File: src/rtl/gesture_power_module.sv
// Hood gesture power switch: left-then-right powers on, right-then-left powers off, inside a gesture_time window.
// Outputs change on the posedge that samples the triggering key edge; there is no backpressure (level key inputs only).
module gesture_power_module #(
    parameter int CLK_FREQ  = 100_000_000,
    parameter int CNT_WIDTH = 27
) (
    input  logic       clk,
    input  logic       rstn,
    input  logic       gesture_l,
    input  logic       gesture_r,
    input  logic [3:0] gesture_time,
    output logic       power_on,
    output logic       armed,
    output logic [3:0] remaining
);

    localparam logic [1:0] ST_OFF     = 2'd0;
    localparam logic [1:0] ST_ARM_ON  = 2'd1;
    localparam logic [1:0] ST_ON      = 2'd2;
    localparam logic [1:0] ST_ARM_OFF = 2'd3;

    localparam logic [CNT_WIDTH-1:0] CNT_MAX = CNT_WIDTH'(CLK_FREQ - 1);

    logic [1:0]           state_q, state_d;
    logic                 l_prev_q, r_prev_q;
    logic [CNT_WIDTH-1:0] cnt_q, cnt_d;
    logic [3:0]           rem_q, rem_d;
    logic                 power_q, armed_q;

    logic l_rise, r_rise, sec_tick, timeout;

    assign l_rise   = gesture_l & ~l_prev_q;
    assign r_rise   = gesture_r & ~r_prev_q;
    assign sec_tick = (cnt_q == CNT_MAX);
    assign timeout  = sec_tick && (rem_q == 4'd1);

    always_comb begin
        state_d = state_q;
        cnt_d   = '0;
        rem_d   = 4'd0;
        case (state_q)
            ST_OFF: begin
                if (l_rise && !r_rise && gesture_time != 4'd0) begin
                    state_d = ST_ARM_ON;
                    rem_d   = gesture_time;
                end
            end
            ST_ON: begin
                if (r_rise && !l_rise && gesture_time != 4'd0) begin
                    state_d = ST_ARM_OFF;
                    rem_d   = gesture_time;
                end
            end
            default: begin
                // Only the completing key is examined, so completion also wins over timeout.
                if ((state_q == ST_ARM_ON) ? r_rise : l_rise) begin
                    state_d = (state_q == ST_ARM_ON) ? ST_ON : ST_OFF;
                end else if (timeout) begin
                    state_d = (state_q == ST_ARM_ON) ? ST_OFF : ST_ON;
                end else if (sec_tick) begin
                    rem_d = rem_q - 4'd1;
                end else begin
                    cnt_d = cnt_q + CNT_WIDTH'(1);
                    rem_d = rem_q;
                end
            end
        endcase
    end

    always_ff @(posedge clk or negedge rstn) begin
        if (!rstn) begin
            state_q  <= ST_OFF;
            l_prev_q <= 1'b1;
            r_prev_q <= 1'b1;
            cnt_q    <= '0;
            rem_q    <= 4'd0;
            power_q  <= 1'b0;
            armed_q  <= 1'b0;
        end else begin
            state_q  <= state_d;
            l_prev_q <= gesture_l;
            r_prev_q <= gesture_r;
            cnt_q    <= cnt_d;
            rem_q    <= rem_d;
            power_q  <= (state_d == ST_ON) || (state_d == ST_ARM_OFF);
            armed_q  <= (state_d == ST_ARM_ON) || (state_d == ST_ARM_OFF);
        end
    end

    assign power_on  = power_q;
    assign armed     = armed_q;
    assign remaining = rem_q;

endmodule

File: config.mk
export PLATFORM = sky130hd
export DESIGN_NAME = gesture_power_module
export DESIGN_NICKNAME = d
export VERILOG_FILES = /design/src/rtl/gesture_power_module.sv
export SDC_FILE = /design/constraint.sdc
export NUM_CORES = 1
export LEC_CHECK = 0
export ABC_CLOCK_PERIOD_IN_PS = 1700
export BUFFER_PORTS_ARGS = -buffer_cell sky130_fd_sc_hd__buf_2
export CAP_MARGIN = 20
export CORE_AREA = 3 3 75 56
export DETAILED_ROUTE_END_ITERATION = 10
export DIE_AREA = 0 0 78 59
export GPL_ROUTABILITY_DRIVEN = 1
export PLACE_DENSITY = 0.72
export SLEW_MARGIN = 20
export SYNTH_ARGS = -nofsm -noshare
export SYNTH_HDL_FRONTEND = slang
export SYNTH_SLANG_ARGS = --single-unit
File: constraint.sdc
create_clock -name clk -period 1.7 [get_ports clk]
set_input_delay 0.085 -clock clk [delete_from_list [all_inputs] [get_ports clk]]
set_output_delay 0.085 -clock clk [all_outputs]
set_load 0.03 [all_outputs]
==> summary.md, run 1 <==
| Metric | Value |
|---|---|
| Outcome | finished, violations left |
| Failing checks | setup timing |
| Switching pwr | 1.02 mW |
| Final Hold Viols | 0 |
| Most used DFF post-synth | dfrtp_1 |
| Final Instance Area | 2270 sq um |
| Period utilization | 110% |
| Fraction of registers with async set/reset | 100% |
| Detailed-route wire length per cell | 13.8 um |
| CORE AREA | 3510 sq um |
| CP max-delay cell | or4_4 |
| Family with the most delay on the worst path | simple AND/OR/NAND/NOR gates |
| Die extent in y | 59 um |
| Via-per-instance ratio | 5.15 |
| R2R Setup Slk | -0.17 ns |
| Worst setup margin | -0.170 ns |
| CP arrival | 2.05 ns |
| Slew @ Worst Pin | 0.779 ns |
| Post-DP Area | 2090 sq um |
| RR Startpoint | cnt_q[11]$_DFF_PN0_ |
| Number of global-route vias before repair | 1459 |
| Startpoint Class | flip-flop |
| Number of synthesized flops with an enable pin | 0 |
| CTS Root Cell | clkbuf_8 |
| Diodes inserted | 0 |
| Global-route wire length before repair | 6650 um |
| H-tree Lvls | 2 |
| Hold Path Stages | 3 |
| Power density cells | 1290 nW/um^2 |
| Clock latency on the worst-skew pair | 0.29 ns |
| Syn Inst Count | 180 |
| Die W | 78 um |
| DRT Pass-1 Iters | 4 |
| Fin crit period | 1.87 ns |
| Fin util | 64.7% |
| CP Class | reg2reg |
| I/O pins | 14 |
| WHS Endpoint | armed$_DFF_PN0_ |
| Max Cap Viol | 0 |
| Final HPWL DP | 2710 um |
| P&R area growth vs syn | 24.3% |
| Clk slew on worst S/H paths | 0.07 ns |
| Synthesis Warnings | 0 |
| Clock sinks | 36 |
| Peak VDD IR | 1.02 mV |
| Critical Path Max Stage Delay | 0.56 ns |
| Unrepaired setup endpoints after global routing | yes |
| Sequential group share of total power | 37.2% |
| Worst reg2reg endpoint | remaining[2]$_DFFE_PN0P_ |
| Initial drt markers | 122 |
| Syn avg cell area | 10.2 sq um |
| Worst Clk Skew | 0.00551 ns |
| Sequential-to-total area share from yosys stat | 49.4% |
| WL final | 3800 um |
| Rows | 18 |
| Kind of end point of the critical path | flip-flop |
| Share of the synthesized area in the top cell type | 46.5% |
| Placed cells | 263 |
| Comb power frac | 37.7% |
| Port Buffers | 13 |
| Initial cell density of the core | 52.1% |
| TritonCTS clock tree | done |
| # setup viols final | 28 |
| Antenna Nets Post-Route | 0 |
| Fmax | 535 MHz |
| Syn_nets | 191 |
| Switching Share | 34.8% |
| Most area-consuming cells after synthesis | dfrtp_1 46%, xor2_1 7.2%, nor2_1 7.0% |
| Max-slew headroom | 48.1% |
| R2R cell count | 5 |
| Grt ovf | 0 |
| Fin cells | 275 |
| Required time of the critical path | 1.88 ns |
| Critical Path Stages | 5 |
| Die Footprint | 4600 sq um |
| Clk pwr share | 25.1% |
| Initial antenna violation count | 0 |
| Worst hold path type | in2reg |
| TNS Setup | -3.56 ns |
| Layout cell share with drive strength beyond 1 | 25.3% |
| Final #Nets | 235 |
| Hold Startpoint | gesture_time[2] |
| Final RePlAce weighted congestion | 0.819 |
| Final Max Slew Viols | 0 |
| Yosys top cell by area | dfrtp_1 |
| Distinct cells, synth | 36 |
| Largest net degree at the start of global routing | 37 |
| Crit-path cells | or4_4, nor4_4, nand3_2, nand2b_4, mux2_4 |
| Vias | 1417 |
| CTS buffer count | 5 |
| All-Layer GR Usage | 18.7% |
| Int Pwr | 1.92 mW |
| Post-synthesis cell area | 1830 sq um |
| Seq cells post-synth | 36 |
| Total Power | 2.94 mW |
| Leakage | 1.07 nW |
| Crit path buf inv count | 0 |
| Largest fanout on the critical path | 5 |
| Drt drc | 0 |
| Clock Path Buffers | 2 |
-- worst min-delay path, delay by kind of cell --
kind | cells | cell delay, ns
AOI/OAI and AO/OA | 1 | 0.06
and+or+nand+nor | 1 | 0.07
buffers and inverters | 1 | 0.10
-- area by class of cell --
| cell class | count | area, sq um |
|---|---|---|
| fillers | 301 | 1240 |
| flip-flops and latches | 36 | 903 |
| inverters | 10 | 37.5 |
| repair buffers | 40 | 279 |
| clock inverters | 2 | 35.0 |
| multi-input cells | 131 | 885 |
| well taps | 50 | 62.6 |
| clock buffers | 6 | 72.6 |
-- registers in the layout (all words and copies together) (netlist names) --
name	cells
power_on	1
state_q	1
cnt_q	27
r_prev_q	1
l_prev_q	1
armed	1
remaining	4
-- worst max-delay path by stage --
stage / start / endpoint / slack [ns]
global route: cnt_q[11]$_DFF_PN0_ / remaining[1]$_DFFE_PN0P_ / -0.23
floorplan: cnt_q[9]$_DFF_PN0_ / remaining[2]$_DFFE_PN0P_ / -0.08
detailed placement: cnt_q[11]$_DFF_PN0_ / remaining[1]$_DFFE_PN0P_ / -0.17
CTS: cnt_q[11]$_DFF_PN0_ / remaining[2]$_DFFE_PN0P_ / -0.09
global placement: cnt_q[11]$_DFF_PN0_ / remaining[3]$_DFFE_PN0P_ / -0.07
finish: cnt_q[11]$_DFF_PN0_ / remaining[2]$_DFFE_PN0P_ / -0.17
-- through the flow --
step	worst slack, ns	hold slack, ns
2_1_floorplan	-0.0796	-0.211
5_1_grt	-0.227	0.0724
3_3_place_gp	-0.0664	0.198
6_report	-0.170	0.0677
4_1_cts	-0.0934	0.0497
3_5_place_dp	-0.174	0.204
-- per-layer routing --
layer	wire length [um]	vias to the layer above	track usage (%)
met5	0	-	0
met4	36	0	6.48
met3	82	3	4.71
met2	1810	8	31.7
met1	1880	693	23.6
li1	-	713	-
-- synthesized netlist by cell type (2+ instances only) --
cell,instances
mux2_4,2
xor2_1,15
dfstp_2,2
nand4_1,10
nor4_4,2
mux2i_1,2
nand3_1,14
a21oi_1,5
nand2_1,7
or3_1,3
buf_6,2
nand2b_1,2
nor2_1,34
xnor2_1,9
inv_1,10
nand3b_1,2
nor4_1,2
a31oi_1,2
nor3_1,2
ha_1,3
dfrtp_1,34
and3_1,2
-- repair_timing --
| action | in CTS | in global routing |
|---|---|---|
| pin swaps | 0 | 2 |
| setup endpoints to repair | 28 | 28 |
| buffers inserted | 1 | 0 |
| hold buffers | 3 | 0 |
| resized for setup | 2 | 5 |
| hold endpoints to repair | 36 | 0 |
-- logic make-up (layout without fill, tap and decap cells) --
kind of cell / Yosys count / after routing / synth area share [%]
XOR/XNOR: 24 / 24 / 11.5
AND/OR/NAND/NOR: 85 / 85 / 24.5
adder cells (fa/ha/maj): 3 / 3 / 2.05
flip-flops: 36 / 36 / 49.4
AO/OA/AOI/OAI: 15 / 15 / 5.81
multiplexers: 4 / 4 / 2.73
buffers and inverters: 13 / 58 / 4.03
-- cell usage in the layout (no fill, tap or decap), types with 2 or more instances in the layout --
master	Yosys	routed
buf_4	0	23
ha_1	3	3
dfstp_2	2	2
nor2_1	34	34
nand4_1	10	10
mux2_4	2	2
nor4_4	2	3
xnor2_1	9	9
and3_1	2	2
inv_1	10	10
nand2_1	7	7
xor2_1	15	15
dfrtp_1	34	34
or3_1	3	3
dlygate4sd3_1	0	3
nor3_1	2	2
clkbuf_8	1	5
buf_2	0	13
nand3_1	14	13
mux2i_1	2	2
nand3b_1	2	2
a31oi_1	2	2
a21oi_1	5	5
-- power by group through the flow --
stage          Combinational, mW  Clock [mW]  Sequential [mW]
2_1_floorplan              0.601           0             1.23
3_3_place_gp                1.02           0             1.09
3_5_place_dp                1.08           0             1.11
4_1_cts                     1.10       0.760             1.09
5_1_grt                     1.22       0.798             1.12
6_report                    1.11       0.738             1.09
No activity file was read; power rests on OpenSTA's default activity.
==> run 2: changes to the inputs <==
- CAP_MARGIN: 20 -> 10
- CORE_AREA: 3 3 75 56 -> 3 3 73 54
- CTS_BUF_LIST: not set -> sky130_fd_sc_hd__clkbuf_8
- DIE_AREA: 0 0 78 59 -> 0 0 76 57
- PLACE_DENSITY: 0.72 -> 0.75
==> run 2 against run 1 <==
- the run still ends with setup timing left
- cell count decreased by 1.1%
- register-to-register slack improved by 0.08 ns
- routed wire length increased by 5.1%
- largest cell class unchanged
==> summary.md, run 2 (synthesis results as in run 1) <==
| Metric | Value |
|---|---|
| WL final | 3990 um (+5.1%) |
| Fillers | 240 (-20%) |
| I/O pins | 14 (unchanged) |
| Area of the multi-input gates | 881 sq um (-0.42%) |
| Number of flip-flops in the largest register | 27 (unchanged) |
| Family with the most delay on the worst path | simple AND/OR/NAND/NOR gates |
| Final Instance Area | 2270 sq um (-0.33%) |
| Global-route wire length before repair | 7080 um (+6.4%) |
| All-Layer GR Usage | 20.6% (+2.0 points) |
| CP arrival | 1.97 ns (-0.08 ns) |
| Drt drc | 0 (unchanged) |
| Power density cells | 1300 nW/um^2 (+0.33%) |
| Clock sinks | 36 (unchanged) |
| Detailed-route wire length per cell | 14.7 um (+6.2%) |
| Largest fanout on the critical path | 5 (unchanged) |
| # setup viols final | 28 (unchanged) |
| Critical Path Max Stage Delay | 0.53 ns (-0.03 ns) |
| Period utilization | 106% (-4.5 points) |
| Rows | 17 (-1) |
| Total Power | 2.94 mW (about the same) |
| Slew @ Worst Pin | 0.774 ns (-0.00460 ns) |
| WHS | 0.0793 ns (+0.0116 ns) |
| Initial cell density of the core | 57.0% (+4.9 points) |
| Via-per-instance ratio | 5.36 (+4.0%) |
| Dpl ws | -0.151 ns (+0.0232 ns) |
| Final Max Slew Viols | 0 (unchanged) |
| CORE AREA | 3210 sq um (-8.6%) |
| Crit path buf inv count | 0 (unchanged) |
| Required time of the critical path | 1.88 ns (about the same) |
| Switching pwr | 1.05 mW (+3.0%) |
| Fin util | 70.6% (+5.8 points) |
| Fin crit period | 1.79 ns (-0.0767 ns) |
| Switching Share | 35.9% (+1.1 points) |
| Most frequent cells in the layout | 34 x nor2_1, 34 x dfrtp_1, 23 x buf_4 |
| Startpoint Class | flip-flop |
| Initial drt markers | 67 (-45%) |
| Comb power frac | 37.5% (-0.2 points) |
| Failing checks | setup timing |
| Die extent in y | 57 um (-3.4%) |
| Final RePlAce weighted congestion | 0.827 (+0.98%) |
| Grt met2 use | 32.8% (+1.1 points) |
| CTS Root Cell | clkbuf_8 |
| Met1 Usage GRT | 27.6% (+4.0 points) |
| Layout cell share with drive strength beyond 1 | 25.8% (+0.44 points) |
| Sequential group share of total power | 37.6% (+0.4 points) |
| Max Cap Viol | 0 (unchanged) |
| Diodes inserted | 0 (unchanged) |
| Largest net degree at the start of global routing | 37 (unchanged) |
| Clk pwr share | 24.9% (-0.2 points) |
| Clock Path Buffers | 2 (unchanged) |
| Worst Clk Skew | 0.00962 ns (+0.00411 ns) |
| Die Footprint | 4330 sq um (-5.9%) |
| Clock latency on the worst-skew pair | 0.29 ns (about the same) |
| Peak VDD IR | 0.968 mV (-5.2%) |
| R2R Setup Slk | -0.09 ns (+0.08 ns) |
| H-tree Lvls | 2 (unchanged) |
| Initial antenna violation count | 0 (unchanged) |
| Final HPWL DP | 2820 um (+3.9%) |
| P&R area growth vs syn | 23.9% |
| Outcome | finished, violations left |
| CP max-delay cell | or4_4 |
| Post-DP Area | 2090 sq um (-0.18%) |
| Vias | 1458 (+2.9%) |
| CP Class | reg2reg |
| Antenna Nets Post-Route | 0 (unchanged) |
| DRT Pass-1 Iters | 4 (unchanged) |
| Worst hold path type | in2reg |
| Crit-path cells | or4_4, nor4_2, nand3_1, nand2b_4, mux2_4 |
| Final #Nets | 235 (unchanged) |
| Reg with most FFs | cnt_q |
| Clk slew on worst S/H paths | 0.07 ns (about the same) |
| CTS buffer count | 5 (unchanged) |
| Final Hold Viols | 0 (unchanged) |
| Met3 Resource Use GR | 5.21% (+0.49 points) |
| Die W | 76 um (-2.6%) |
| Kind of end point of the critical path | flip-flop |
| Number of global-route vias before repair | 1559 (+6.9%) |
| Unrepaired setup endpoints after global routing | yes |
| Grt ovf | 0 (unchanged) |
| Worst setup margin | -0.0936 ns (+0.0767 ns) |
| Most used routing layer | met2 |
| Leakage | 1.08 nW (+0.45%) |
| Port Buffers | 13 (unchanged) |
| Register area | 903 sq um (unchanged) |
| Int Pwr | 1.88 mW (-1.6%) |
| Max-slew headroom | 48.4% (+0.31 points) |
| Fmax | 558 MHz (+4.3%) |
| TritonCTS clock tree | done |
[run 2: cell types whose count changed in the layout (fill, tap and decap cells not counted), sizes merged]
| cell | change |
|---|---|
| inv | +1 |
| clkbuf | -1 |
[run 2: layout make-up]
type | count | area share [%]
multi-input cells | 131 | 38.9
clock inverters | 3 | 1.71
flip-flops and latches | 36 | 39.8
repair buffers | 40 | 12.3
clock buffers | 5 | 3.04
inverters | 10 | 1.66
well taps | 47 | 2.59
[run 2: power by group through the flow]
stage / clock (mW) / sequential, mW / combinational, mW
after floorplan: 0 / 1.23 / 0.601
after global placement: 0 / 1.10 / 0.995
after detailed placement: 0 / 1.11 / 1.04
after CTS: 0.740 / 1.10 / 1.08
after global routing: 0.786 / 1.12 / 1.19
final: 0.732 / 1.10 / 1.10
[run 2: through the flow]
step / cells / setup TNS [ns]
after global routing: 272 / -2.86
after detailed placement: 260 / -3.37
final: 272 / -1.49
after global placement: 260 / -0.925
after CTS: 272 / -1.09
after floorplan: 180 / -0.159
[run 2: worst paths after layout]
| check | to | from | cells past startpoint |
|---|---|---|---|
| max | remaining[2]$_DFFE_PN0P_ | cnt_q[11]$_DFF_PN0_ | 5 |
| min | armed$_DFF_PN0_ | gesture_time[2] | 3 |
| max reg2reg | remaining[2]$_DFFE_PN0P_ | cnt_q[11]$_DFF_PN0_ | 5 |
| min reg2reg | cnt_q[7]$_DFF_PN0_ | cnt_q[7]$_DFF_PN0_ | 2 |
| max in group asynchronous | cnt_q[24]$_DFF_PN0_ | rstn | 2 |
| min in group asynchronous | power_on$_DFF_PN0_ | rstn | 2 |
[run 2: timing repair]
action	CTS	global route
endpoints found under the hold margin	36	0
resized for setup	5	1
endpoints found under the setup margin	28	28
buffers inserted	1	0
gates cloned	0	0
hold buffers	3	0
pin swaps	1	1
[run 2: layer usage]
layer,share of wire (%),vias up
li1,-,710
met4,1.3,0
met2,47,32
met5,0,-
met3,4.3,6
met1,47,710
[run 2: worst min-delay path: stages]
cell and delay (ns):
buf_2 0.09, o41ai_1 0.08, nand3_2 0.08
